## src/rtl/byte_serializer_if.sv

```systemverilog
// Upstream buffer handshake and serial output bundle for byte_serializer.
// master = upstream/driver side, slave = the serializer.
interface byte_serializer_if;
  logic [7:0] DATA_IN;
  logic       Valid;
  logic       EMPTY;
  logic       READ;
  logic       DATA_OUT;
  logic       Valid_out;
  logic       BUSY;
  logic       ERR;

  modport master (
    output DATA_IN, Valid, EMPTY,
    input  READ, DATA_OUT, Valid_out, BUSY, ERR
  );

  modport slave (
    input  DATA_IN, Valid, EMPTY,
    output READ, DATA_OUT, Valid_out, BUSY, ERR
  );
endinterface

```

## src/rtl/byte_serializer.sv

```systemverilog
// Pops bytes from an upstream buffer and shifts them out one bit per cycle.
// Define SERIALIZER_PARITY_EN to append an even-parity bit to every frame.
module byte_serializer #(
  parameter int WAIT_MAX  = 4,
  parameter bit MSB_FIRST = 1'b1
) (
  input  logic             CLK,
  input  logic             RESET,
  byte_serializer_if.slave bus,
  output logic [2:0]       o_state
);

  typedef enum logic [2:0] {
    S_IDLE   = 3'd0,
    S_REQ    = 3'd1,
    S_WAIT   = 3'd2,
`ifdef SERIALIZER_PARITY_EN
    S_PARITY = 3'd4,
`endif
    S_SHIFT  = 3'd3
  } state_t;

  localparam logic [3:0] LP_WAIT_LAST = 4'(WAIT_MAX - 1);

  state_t     r_state;
  state_t     w_state_d;
  logic [3:0] r_wait_cnt, w_wait_cnt_d;
  logic [2:0] r_bit_cnt, w_bit_cnt_d;
  logic [7:0] r_shift, w_shift_d;
  logic       r_read, w_read_d;
  logic       r_data_out, w_data_out_d;
  logic       r_valid_out, w_valid_out_d;
  logic       r_busy;
  logic       r_err, w_err_d;
`ifdef SERIALIZER_PARITY_EN
  logic       r_par, w_par_d;
`endif

  logic w_load;
  logic w_timeout;

  assign w_load    = ((r_state == S_REQ) || (r_state == S_WAIT)) && bus.Valid;
  assign w_timeout = (r_wait_cnt == LP_WAIT_LAST);

  // State register and all registered outputs/datapath.
  always_ff @(posedge CLK) begin
    if (RESET) begin
      r_state     <= S_IDLE;
      r_wait_cnt  <= '0;
      r_bit_cnt   <= '0;
      r_shift     <= '0;
      r_read      <= 1'b0;
      r_data_out  <= 1'b0;
      r_valid_out <= 1'b0;
      r_busy      <= 1'b0;
      r_err       <= 1'b0;
`ifdef SERIALIZER_PARITY_EN
      r_par       <= 1'b0;
`endif
    end else begin
      r_state     <= w_state_d;
      r_wait_cnt  <= w_wait_cnt_d;
      r_bit_cnt   <= w_bit_cnt_d;
      r_shift     <= w_shift_d;
      r_read      <= w_read_d;
      r_data_out  <= w_data_out_d;
      r_valid_out <= w_valid_out_d;
      r_busy      <= (w_state_d != S_IDLE);
      r_err       <= w_err_d;
`ifdef SERIALIZER_PARITY_EN
      r_par       <= w_par_d;
`endif
    end
  end

  // Next-state logic; Valid beats the timeout on the same WAIT edge.
  always_comb begin
    w_state_d = r_state;
    case (r_state)
      S_IDLE:  if (!bus.EMPTY) w_state_d = S_REQ;
      S_REQ:   w_state_d = bus.Valid ? S_SHIFT : S_WAIT;
      S_WAIT: begin
        if (bus.Valid)      w_state_d = S_SHIFT;
        else if (w_timeout) w_state_d = S_IDLE;
      end
      S_SHIFT: begin
        if (r_bit_cnt == 3'd7) begin
`ifdef SERIALIZER_PARITY_EN
          w_state_d = S_PARITY;
`else
          w_state_d = S_IDLE;
`endif
        end
      end
`ifdef SERIALIZER_PARITY_EN
      S_PARITY: w_state_d = S_IDLE;
`endif
      default: w_state_d = S_IDLE;
    endcase
  end

  // Next values of the registered outputs; the load edge already emits bit 0.
  always_comb begin
    w_read_d      = 1'b0;
    w_data_out_d  = 1'b0;
    w_valid_out_d = 1'b0;
    w_err_d       = r_err;
    w_wait_cnt_d  = r_wait_cnt;
    w_bit_cnt_d   = r_bit_cnt;
    w_shift_d     = r_shift;
`ifdef SERIALIZER_PARITY_EN
    w_par_d       = r_par;
`endif
    if (w_load) begin
      w_shift_d     = MSB_FIRST ? {bus.DATA_IN[6:0], 1'b0} : {1'b0, bus.DATA_IN[7:1]};
      w_data_out_d  = MSB_FIRST ? bus.DATA_IN[7] : bus.DATA_IN[0];
      w_valid_out_d = 1'b1;
      w_bit_cnt_d   = '0;
      w_wait_cnt_d  = '0;
`ifdef SERIALIZER_PARITY_EN
      w_par_d       = ^bus.DATA_IN;
`endif
    end else begin
      case (r_state)
        S_IDLE: w_read_d = !bus.EMPTY;
        S_REQ:  w_wait_cnt_d = '0;
        S_WAIT: begin
          if (w_timeout) begin
            w_err_d      = 1'b1;
            w_wait_cnt_d = '0;
          end else begin
            w_wait_cnt_d = r_wait_cnt + 4'd1;
          end
        end
        S_SHIFT: begin
          if (r_bit_cnt != 3'd7) begin
            w_data_out_d  = MSB_FIRST ? r_shift[7] : r_shift[0];
            w_shift_d     = MSB_FIRST ? {r_shift[6:0], 1'b0} : {1'b0, r_shift[7:1]};
            w_valid_out_d = 1'b1;
            w_bit_cnt_d   = r_bit_cnt + 3'd1;
          end else begin
            w_bit_cnt_d   = '0;
`ifdef SERIALIZER_PARITY_EN
            w_data_out_d  = r_par;
            w_valid_out_d = 1'b1;
`endif
          end
        end
        default: ;
      endcase
    end
  end

  assign bus.READ      = r_read;
  assign bus.DATA_OUT  = r_data_out;
  assign bus.Valid_out = r_valid_out;
  assign bus.BUSY      = r_busy;
  assign bus.ERR       = r_err;
  assign o_state       = r_state;

endmodule

```

## src/flat_wrapper.sv

```systemverilog
// flat-port wrapper written by rule: the top's interface ports become plain ports
module byte_serializer_flat 
#(
  parameter int WAIT_MAX  = 4,
  parameter bit MSB_FIRST = 1'b1
)
  (CLK, RESET, o_state, bus_DATA_IN, bus_Valid, bus_EMPTY, bus_READ, bus_DATA_OUT, bus_Valid_out, bus_BUSY, bus_ERR);
  byte_serializer_if bus_i ();
  input  logic CLK;
  input  logic RESET;
  output logic [2:0] o_state;
  input wire logic [$bits(bus_i.DATA_IN)-1:0] bus_DATA_IN;
  input wire logic [$bits(bus_i.Valid)-1:0] bus_Valid;
  input wire logic [$bits(bus_i.EMPTY)-1:0] bus_EMPTY;
  output wire logic [$bits(bus_i.READ)-1:0] bus_READ;
  output wire logic [$bits(bus_i.DATA_OUT)-1:0] bus_DATA_OUT;
  output wire logic [$bits(bus_i.Valid_out)-1:0] bus_Valid_out;
  output wire logic [$bits(bus_i.BUSY)-1:0] bus_BUSY;
  output wire logic [$bits(bus_i.ERR)-1:0] bus_ERR;
  assign bus_i.DATA_IN = bus_DATA_IN;
  assign bus_i.Valid = bus_Valid;
  assign bus_i.EMPTY = bus_EMPTY;
  assign bus_READ = bus_i.READ;
  assign bus_DATA_OUT = bus_i.DATA_OUT;
  assign bus_Valid_out = bus_i.Valid_out;
  assign bus_BUSY = bus_i.BUSY;
  assign bus_ERR = bus_i.ERR;
  byte_serializer #(.WAIT_MAX(WAIT_MAX), .MSB_FIRST(MSB_FIRST)) u_core (.CLK(CLK), .RESET(RESET), .bus(bus_i), .o_state(o_state));
endmodule
```

## config.mk

```make
export PLATFORM = sky130hd
export DESIGN_NAME = byte_serializer_flat
export DESIGN_NICKNAME = d
export VERILOG_FILES = /design/src/rtl/byte_serializer_if.sv /design/src/rtl/byte_serializer.sv /design/src/flat_wrapper.sv
export SDC_FILE = /design/constraint.sdc
export NUM_CORES = 1
export LEC_CHECK = 0
export ABC_AREA = 1
export CAP_MARGIN = 20
export CORE_MARGIN = 3
export CORE_UTILIZATION = 45
export DETAILED_ROUTE_END_ITERATION = 7
export GPL_TIMING_DRIVEN = 0
export PLACE_DENSITY = 0.7
export SYNTH_ARGS = -nofsm -noshare
export SYNTH_HDL_FRONTEND = slang
export SYNTH_SLANG_ARGS = --single-unit
```

## constraint.sdc

```tcl
create_clock -name CLK -period 2 [get_ports CLK]
set_clock_uncertainty 0.1 [all_clocks]
set_input_delay 0.4 -clock CLK [delete_from_list [all_inputs] [get_ports CLK]]
set_output_delay 0.4 -clock CLK [all_outputs]
set_load 0.005 [all_outputs]
```

==> impl_metrics.yaml <==
worst_hold_path:
  min_path_type: "reg2reg"
  worstHoldEndpoint: "u_core.r_bit_cnt[1]$_SDFFE_PP0N_"
  worstHoldStart: "u_core.r_bit_cnt[1]$_SDFFE_PP0N_"
  whs_path_depth: 2
setup_path:
  r2r-start: "u_core.r_bit_cnt[0]$_SDFFE_PP0N_"
  cp_data_arrival_time_ns: 1.29
  max_stage_delay_ns: 0.54
  critical_path.endpoint_type: "output port"
  path_delay_family: "buffers and inverters"
  regToRegSetupSlack_ns: 0.32
  crit_chain: "clkdlybuf4s50_1"
  required_ns: 1.50
  r2r-end: "u_core.bus.BUSY$_SDFF_PP0_"
  worstRegToRegCells: 8
  crit_path_start_kind: "flop"
  path_class: "reg2out"
  cpMaxStageDelayCell: "clkdlybuf4s50_1"
  cp_max_fo: 6
  crit_buf_inv: 1
power:
  p_leak_nw: 0.5892
  peakVddDrop_uv: 354.0
  p_per_area_nw_per_um2: 591.4
  finalPower_mw: 0.7984
clock_network:
  clk_pin_slew_worst_paths_ns: 0.12
  clockBufferDepth: 2
  cts_root_buf: "clkbuf_4"
  cts_tree: "yes"
  clk_latency_ns: 0.30
  cts_htree_levels: 1
  cts-resized-gates: 0
  cts_hold_buf: 0
  numCtsBuffers: 3
  clock-sinks: 22
  postCtsSetupBuffers: 0
sta:
  finalSetupViolCount: 0
  setup_ws_ns: 0.2107
  relSlewSlack_pct: 58.79
  maxSlewViolCount: 0
  fmax_mhz: 558.9
  tightest_slew_ns: 0.6182
  rsz0062_at_grt: "false"
  min_period_ns: 1.789
  timing.final.crit_share_pct: 89.47
  timing.final.hold_violations: 0
  finalSetupTns_ns: 0
floorplan:
  die_h_um: 55.41
  die_width_um: 55.41
  core-area_um2: 2255
  num_rows: 17
  io_pins: 20
  dieArea_um2: 3070
  start_util_pct: 48.72
synth:
  syn_area_um2: 1099
  syn_nets: 159
  avgSynthCellArea_um2: 7.629
  synth.distinct_cells: 25
  synth-seq-cells: 22
  synth_area_leader_cell: "dfxtp_1"
  synth_area_leaders: "dfxtp_1 40%, nand2_1 11%, nand3_1 8.2%, nand3_2 7.3%, inv_1 6.5%"
  synth.top_cell.area_share_pct: 40.09
  yosys_warnings: 0
  synth_cells: 144
  seq_area_frac_synth_pct: 40.09
global_routing:
  antenna_found_initial: 0
  grt_usage_pct: 15.39
  grt_pass1_wl_um: 3884
  grt_overflow_total: 0
  grt_max_degree: 13
  grt_pass1_vias: 909
cells_and_area:
  final_area_um2: 1350
  drive_gt1_share_pct: 18.07
  nets: 182
  syn2layout_area_growth_pct: 22.89
  layout_common_cells: "31 x nand2_1, 22 x dfxtp_1, 19 x inv_1"
  n_antenna_cell: 0
  final_common_cell: "nand2_1"
placed_design:
  port_buffers: 18
  gp_congestion: 0.7702
  dpl.hpwl_um: 1676
  dpl_cell_area_um2: 1314
  pre_cts_slack_ns: 0.2787
outcome:
  status: "finished, final reports clean"
route:
  drt_iter0_drc: 14
  antenna_left: 0
  wl_per_cell_um: 11.32
  drc: 0
  dr_total_vias: 957
  avgViaCountPerCell: 4.933
  wirelength_um: 2196
  first_pass_iters: 4
flow_run:
  maxCapViolations: 0
[worst max path at each step]
stage | to | cells past startpoint | start | slack [ns]
global route | o_state[0] | 1 | u_core.o_state[0]$_SDFF_PP0_ | 0.15
detailed placement | u_core.bus.ERR$_SDFFE_PP0P_ | 3 | RESET | 0.28
global placement | u_core.bus.ERR$_SDFFE_PP0P_ | 3 | RESET | 0.28
finish | o_state[0] | 1 | u_core.o_state[0]$_SDFF_PP0_ | 0.21
CTS | o_state[0] | 1 | u_core.o_state[0]$_SDFF_PP0_ | 0.20
floorplan | u_core.bus.BUSY$_SDFF_PP0_ | 8 | u_core.r_bit_cnt[0]$_SDFFE_PP0N_ | 0.57
[area by class of cell]
class                           count  area, µm²
Buffer                              5      36.28
Clock buffer                        4      36.28
Fill cell                         216      904.6
Inverter                           21      78.83
Multi-Input combinational cell     96      543.0
Sequential cell                    22      440.4
Tap cell                           28      35.03
Timing Repair Buffer               18      180.2
[power by group]
part	switching [mW]	total [mW]	internal (mW)
logic	0.0448	0.0920	0.0472
registers	0.00967	0.460	0.451
clock network	0.135	0.246	0.111
[metal layers]
| layer | wire (µm) | up-vias | track usage (%) |
|---|---|---|---|
| met5 | 0 | - | 0 |
| met4 | 27 | 0 | 6.250 |
| met3 | 68 | 4 | 2.103 |
| met2 | 1059 | 18 | 26.01 |
| met1 | 1040 | 436 | 19.54 |
| li1 | - | 499 | - |
[flip-flops by register name, summed over array words and instances, names as in the netlist]
name and flops:
u_core.r_shift 7, u_core.bus.BUSY 1, u_core.bus.Valid_out 1, u_core.bus.DATA_OUT 1, u_core.bus.READ 1, u_core.r_bit_cnt 3, u_core.r_wait_cnt 4, u_core.bus.ERR 1
u_core.o_state 3
[logic make-up (layout without fill, tap and decap cells)]
kind of cell,Yosys count,after routing,share of synthesized area [%]
simple gates,74,74,34.97
buf+inv,26,48,10.48
flops,22,22,40.09
compound gates,17,17,9.908
fa+ha+maj,3,3,3.417
other cells,1,1,0.3414
xor+xnor,1,1,0.7974
[synth_stat cells]
master and number:
inv_1 19, nor2_1 7, nand4_1 1, buf_2 2, nand3_2 8, a21oi_2 6
buf_8 1, clkbuf_1 1, nor2_2 1, nand2_1 31, o21ai_1 1, or2_0 2
inv_2 2, a21oi_1 8, xnor2_1 1, nand2_2 3, conb_1 1, nor3_1 1
nand2_4 2, ha_1 3, o21ai_0 1, o22ai_1 1, dfxtp_1 22, buf_4 1
nand3_1 18
[worst reg2reg max path: stages, from the launching register on]
cell     delay [ns]
dfxtp_1        0.38
ha_1           0.16
ha_1           0.14
inv_1          0.13
nand2_1        0.12
buf_4          0.20
nand3_1        0.11
o21ai_1        0.17
nand2_1        0.08
[metrics by stage]
step | util, % | cells | hold WS, ns
2_1_floorplan | - | 144 | 0.3429
3_3_place_gp | 58.27 | 190 | 0.3528
3_5_place_dp | 58.27 | 190 | 0.3568
4_1_cts | 59.88 | 194 | 0.3821
5_1_grt | 59.88 | 194 | 0.4014
6_report | 59.88 | 194 | 0.3803
Power figures use the tool's default switching activity.
